### config.mk
export PLATFORM = sky130hd
export DESIGN_NAME = ram_1p_arbiter
export DESIGN_NICKNAME = d
export VERILOG_FILES = /design/src/rtl/ram_1p_arbiter.sv
export SDC_FILE = /design/constraint.sdc
export NUM_CORES = 1
export LEC_CHECK = 0
export ABC_AREA = 1
export CAP_MARGIN = 40
export CORE_AREA = 2 2 100 102
export CTS_BUF_LIST = sky130_fd_sc_hd__clkbuf_4
export DETAILED_ROUTE_END_ITERATION = 12
export DIE_AREA = 0 0 102 104
export GPL_ROUTABILITY_DRIVEN = 0
export HOLD_SLACK_MARGIN = 0.06
export PLACE_DENSITY_LB_ADDON = 0.1
export RECOVER_POWER = 25
export REMOVE_ABC_BUFFERS = 1
export SLEW_MARGIN = 10
export SYNTH_ARGS = -nofsm -noshare
export SYNTH_HDL_FRONTEND = slang
export SYNTH_SLANG_ARGS = --single-unit
### constraint.sdc
create_clock -name clk_sys -period 1.85 [get_ports clk_sys]
set_clock_uncertainty 0.15 [all_clocks]
set_input_delay 0.2775 -clock clk_sys [delete_from_list [all_inputs] [get_ports clk_sys]]
set_output_delay 0.2775 -clock clk_sys [all_outputs]
set_load 0.02 [all_outputs]
### src/rtl/ram_1p_arbiter.sv
// Shares one single-port SRAM between the instruction-fetch and data ports.
// Data has fixed priority; a streak counter forces a fetch through after MaxDataStreak contended data grants.
module ram_1p_arbiter #(
  parameter logic [31:0] MemStart      = 32'h0000_0000,
  parameter int unsigned MemSize       = 65536,
  parameter int unsigned MaxDataStreak = 4,
  parameter int unsigned MemAw         = $clog2(MemSize / 4)
) (
  input  logic             clk_sys,
  input  logic             rst_sys_n,

  input  logic             instr_req_i,
  input  logic [31:0]      instr_addr_i,
  output logic             instr_gnt_o,
  output logic             instr_rvalid_o,
  output logic [31:0]      instr_rdata_o,
  output logic             instr_err_o,

  input  logic             data_req_i,
  input  logic             data_we_i,
  input  logic [3:0]       data_be_i,
  input  logic [31:0]      data_addr_i,
  input  logic [31:0]      data_wdata_i,
  output logic             data_gnt_o,
  output logic             data_rvalid_o,
  output logic [31:0]      data_rdata_o,
  output logic             data_err_o,

  output logic             mem_req_o,
  output logic             mem_we_o,
  output logic [3:0]       mem_be_o,
  output logic [MemAw-1:0] mem_addr_o,
  output logic [31:0]      mem_wdata_o,
  input  logic [31:0]      mem_rdata_i
);

  localparam logic [31:0] AddrMask  = ~(32'(MemSize) - 32'd1);
  localparam logic [3:0]  StreakMax = 4'(MaxDataStreak);

  logic       instr_in_range;
  logic       data_in_range;
  logic       instr_gnt;
  logic       data_gnt;
  logic [3:0] streak_q;
  logic [3:0] streak_next;
  logic       rsp_instr_q;
  logic       rsp_data_q;
  logic       rsp_err_q;
  logic       unused_addr_bits;

  // Byte offset within a word has no meaning to a word-wide SRAM.
  assign unused_addr_bits = ^{instr_addr_i[1:0], data_addr_i[1:0]};

  assign instr_in_range = (instr_addr_i & AddrMask) == MemStart;
  assign data_in_range  = (data_addr_i & AddrMask) == MemStart;

  // Data wins contention until the streak reaches its limit, then fetch gets one slot.
  assign instr_gnt = instr_req_i & (~data_req_i | (streak_q == StreakMax));
  assign data_gnt  = data_req_i & ~instr_gnt;

  assign instr_gnt_o = instr_gnt;
  assign data_gnt_o  = data_gnt;

  always_comb begin
    streak_next = streak_q;
    if (!instr_req_i || instr_gnt) begin
      streak_next = 4'd0;
    end else if (data_gnt && (streak_q < StreakMax)) begin
      streak_next = streak_q + 4'd1;
    end
  end

  always_ff @(posedge clk_sys or negedge rst_sys_n) begin
    if (!rst_sys_n) begin
      streak_q <= 4'd0;
    end else begin
      streak_q <= streak_next;
    end
  end

  // Out-of-range grants still consume the slot but never touch the SRAM.
  always_comb begin
    mem_req_o   = 1'b0;
    mem_we_o    = 1'b0;
    mem_be_o    = 4'h0;
    mem_addr_o  = '0;
    mem_wdata_o = 32'h0;
    if (instr_gnt && instr_in_range) begin
      mem_req_o  = 1'b1;
      mem_be_o   = 4'hF;
      mem_addr_o = instr_addr_i[MemAw+1:2];
    end else if (data_gnt && data_in_range) begin
      mem_req_o   = 1'b1;
      mem_we_o    = data_we_i;
      mem_be_o    = data_be_i;
      mem_addr_o  = data_addr_i[MemAw+1:2];
      mem_wdata_o = data_wdata_i;
    end
  end

  always_ff @(posedge clk_sys or negedge rst_sys_n) begin
    if (!rst_sys_n) begin
      rsp_instr_q <= 1'b0;
      rsp_data_q  <= 1'b0;
      rsp_err_q   <= 1'b0;
    end else begin
      rsp_instr_q <= instr_gnt;
      rsp_data_q  <= data_gnt;
      rsp_err_q   <= (instr_gnt & ~instr_in_range) | (data_gnt & ~data_in_range);
    end
  end

  assign instr_rvalid_o = rsp_instr_q;
  assign instr_err_o    = rsp_instr_q & rsp_err_q;
  assign instr_rdata_o  = (rsp_instr_q && !rsp_err_q) ? mem_rdata_i : 32'h0;

  assign data_rvalid_o  = rsp_data_q;
  assign data_err_o     = rsp_data_q & rsp_err_q;
  assign data_rdata_o   = (rsp_data_q && !rsp_err_q) ? mem_rdata_i : 32'h0;

endmodule

==> impl_results.md, run 1 <==
* Buf+Inv Stages, Crit Path at 4
* Initial antenna violation count at 0
* Finish-stage setup viols at 53
* Clock root buffer: clkbuf_4
* CTS tree: done
* Pre-antenna DRT Iters at 4
* Mapped Cells at 305
* Layout Cells excl Fill at 716
* Max Clk Rate at 0.439 GHz
* Status: finished, violations left
* Distinct cells, synth at 19
* Post-layout utilization of the core at 45.9%
* Syn avg cell area at 4.84 µm²
* Final Hold Vio Count at 0
* First-pass GRT wire length at 13600 µm
* Vias in the first global route at 2784
* VDD IR max at 0.0917 mV
* Max FO, Critical Path at 7
* Worst skew pair latency at 0.26 ns
* Slew headroom at 78.4%
* Die area at 10600 µm²
* Setup ws final at -0.428 ns
* Crit Path Class: reg2out
* Data arrival, critical path at 1.85 ns
* Critical-path cell list: inv_2 -> ha_4 -> nand3_4 -> a21oi_4 -> nand3_4 -> buf_6 -> buf_16 -> nand3_4 -> nand2_2 -> buf_6
* Final ANT Viol Nets at 0
* Chip Width at 102 µm
* CP dominant cell by count: nand3_4
* Min Tclk post-route at 2.28 ns
* RSZ-0062 raised after global routing: true
* Crit path launch type: register
* DP Area at 4310 µm²
* Critical-path top delay cell: dfrtp_1
* Max Cap Viol at 0
* WL/cell at 13.4 µm
* Failing checks: negative setup slack
* Core area at 9550 µm²
* Hold Crit Class: in2async
* Die height at 104 µm
* Largest delay share family, worst path: buffers and inverters
* Row count at 36
* Dpl cells at 696
* DP Wirelength at 7710 µm
* Period utilization at 123%
* WP data required at 1.42 ns
* DRC viols at 0
* Top-Level Pins at 259
* Leakage at 2.32 nW
* Syn. warnings at 0
* Syn Std Cell Area at 1480 µm²
* Slew Viols, Final at 0
* Clk sink count at 7
* Largest net degree at the start of global routing at 39
* Initial Utilization at 15.4%
* Max Root-Sink Buffers at 2
* Number of buffers created by CTS at 3
* Total GRT Usage at 16.2%
* Fin nets at 723
* H-tree levels at 1
* Via count at 2896
* Post-route cell area at 4380 µm²
* Layout area overhead at 197%
* DRT iter0 DRCs at 40
* Worst slew pin tran at 0.322 ns
* P per Cell Area at 208 nW/µm²
* Critical path endpoint category: output pin
* Sequential element share of the synthesized area at 11.9%
* Max incr delay on CP at 0.38 ns
* PortBufs at 254
* Fill cells at 1054
* Flops & latches, synth at 7
* Layout cells sized above 1 at 33.6%
* Hold buffers post-CTS at 0
* Worst-path clk slew at 0.05 ns
* GRT overflow at 0
* Antenna diodes at 0
* Detailed Route WL at 9610 µm
* Vias per inst at 4.04
==> sequential cells by signal, indices dropped and copies added, names as in the netlist <==
register        count
data_rvalid_o       1
instr_rvalid_o      1
rsp_err_q           1
streak_q            4
==> worst paths after layout <==
kind                                         startpoint  depth (start not counted)                  endpoint  slack, ns
worst min-delay path                          rst_sys_n                          1   streak_q[1]$_DFFE_PN0P_       0.19
min in group clk_sys            streak_q[3]$_DFFE_PN0P_                          3   streak_q[3]$_DFFE_PN0P_       0.50
worst max register to register  streak_q[1]$_DFFE_PN0P_                          9  instr_rvalid_o$_DFF_PN0_       0.20
worst min register to register  streak_q[3]$_DFFE_PN0P_                          3   streak_q[3]$_DFFE_PN0P_       0.50
max in group asynchronous                     rst_sys_n                          1   data_rvalid_o$_DFF_PN0_       1.11
worst max-delay path            streak_q[1]$_DFFE_PN0P_                         10             mem_addr_o[8]      -0.43
==> cell usage after synthesis <==
library cell | instances | area (µm²)
a21oi_1 | 2 | 10.0
a21boi_2 | 1 | 11.3
buf_6 | 4 | 45.0
buf_4 | 2 | 15.0
nor2_2 | 3 | 18.8
dfrtp_1 | 7 | 175
clkbuf_1 | 7 | 26.3
nand2_1 | 66 | 248
nand3_2 | 1 | 10.0
o21ai_0 | 5 | 25.0
a21oi_4 | 1 | 16.3
nand3_1 | 16 | 80.1
nor2_1 | 121 | 454
ha_1 | 2 | 25.0
nand3_4 | 1 | 17.5
nand4_1 | 15 | 93.8
buf_2 | 6 | 30.0
xor2_1 | 1 | 8.76
inv_1 | 44 | 165
==> worst reg2reg max path, stage by stage, from the launching register on <==
cell       delay, ns
dfrtp_1         0.38
inv_2           0.09
ha_4            0.16
nand3_4         0.08
a21oi_4         0.17
buf_4           0.14
buf_6           0.11
clkbuf_16       0.14
buf_4           0.10
buf_4           0.08
==> layer usage <==
layer / vias to the layer above / GRT usage [%] / routed length (µm) / part of all wire (%)
met4: 0 / 4.67 / 165 / 1.7
met5: - / 0 / 0 / 0
met2: 163 / 33.0 / 5050 / 53
met3: 11 / 5.98 / 1210 / 13
met1: 1249 / 14.0 / 3180 / 33
li1: 1473 / - / - / -
==> metrics by stage <==
| step | power [W] | hold WS [ns] | worst slack (ns) | TNS [ns] |
|---|---|---|---|---|
| finish | 0.000909 | 0.195 | -0.428 | -19.23 |
| global route | 0.000968 | 0.234 | -0.530 | -24.69 |
| CTS | 0.000909 | 0.135 | -0.445 | -19.80 |
| detailed placement | 0.000755 | 0.414 | -0.755 | -41.12 |
| global placement | 0.000751 | 0.405 | -0.758 | -39.70 |
| floorplan | 0.000329 | -0.168 | -1.09 | -40.43 |
==> power breakdown <==
part	total [W]	switching [W]	internal, W
registers	0.000163	0.00000337	0.000159
logic	0.000591	0.000229	0.000362
clock network	0.000156	0.0000587	0.0000971
==> repair_timing <==
| action | 4_1_cts | 5_1_grt |
|---|---|---|
| resized for setup | 376 | 149 |
| gates cloned | 3 | 2 |
| pin swaps | 15 | 5 |
| setup endpoints to repair | 119 | 119 |
| endpoints found under the hold margin | 0 | 0 |
| buffers inserted | 10 | 3 |
==> placed cells by master, fill, tap and decap left out <==
cell	Yosys	final
a21boi_2	1	1
a21oi_1	2	2
a21oi_4	1	1
buf_12	0	6
buf_16	0	2
buf_2	6	4
buf_4	2	56
buf_6	4	21
buf_8	0	1
bufbuf_16	0	1
clkbuf_1	7	1
clkbuf_16	0	2
clkbuf_2	0	58
clkbuf_4	0	4
clkdlybuf4s15_1	0	6
clkdlybuf4s50_1	0	133
dfrtp_1	7	7
dlygate4sd2_1	0	1
dlygate4sd3_1	0	1
ha_1	2	1
ha_4	0	1
inv_1	44	42
inv_2	0	2
nand2_1	66	52
nand2_2	0	8
nand2_4	0	6
nand3_1	16	9
nand3_2	1	5
nand3_4	1	4
nand4_1	15	15
nor2_1	121	113
nor2_2	3	9
nor2_4	0	2
o21ai_1	0	3
o21ai_2	0	2
xor2_1	1	1
==> kinds of logic after synthesis <==
logic type / count (synthesis) / synth area share [%]
AOI/OAI and AO/OA: 9 / 4.24
buffers and inverters: 63 / 19.1
DFF: 7 / 11.9
adders and majority gates: 2 / 1.70
xor gates and xnor gates: 1 / 0.594
and+or+nand+nor: 223 / 62.5
==> cell type report <==
cell class	count	area [µm²]	share of cell area, %
Sequential cell	7	175	4.00
Multi-Input combinational cell	235	1190	27.2
Inverter	44	165	3.77
Clock buffer	4	30.0	0.685
Timing Repair Buffer	293	2650	60.6
Tap cell	133	166	3.80
Power figures use the tool's default switching activity.
==> run 2, diff against run 1 <==
GPL_ROUTABILITY_DRIVEN = unset   (was 0)
==> results of run 2 <==
No change in the layout: final DEF, timing and power equal those of run 1.
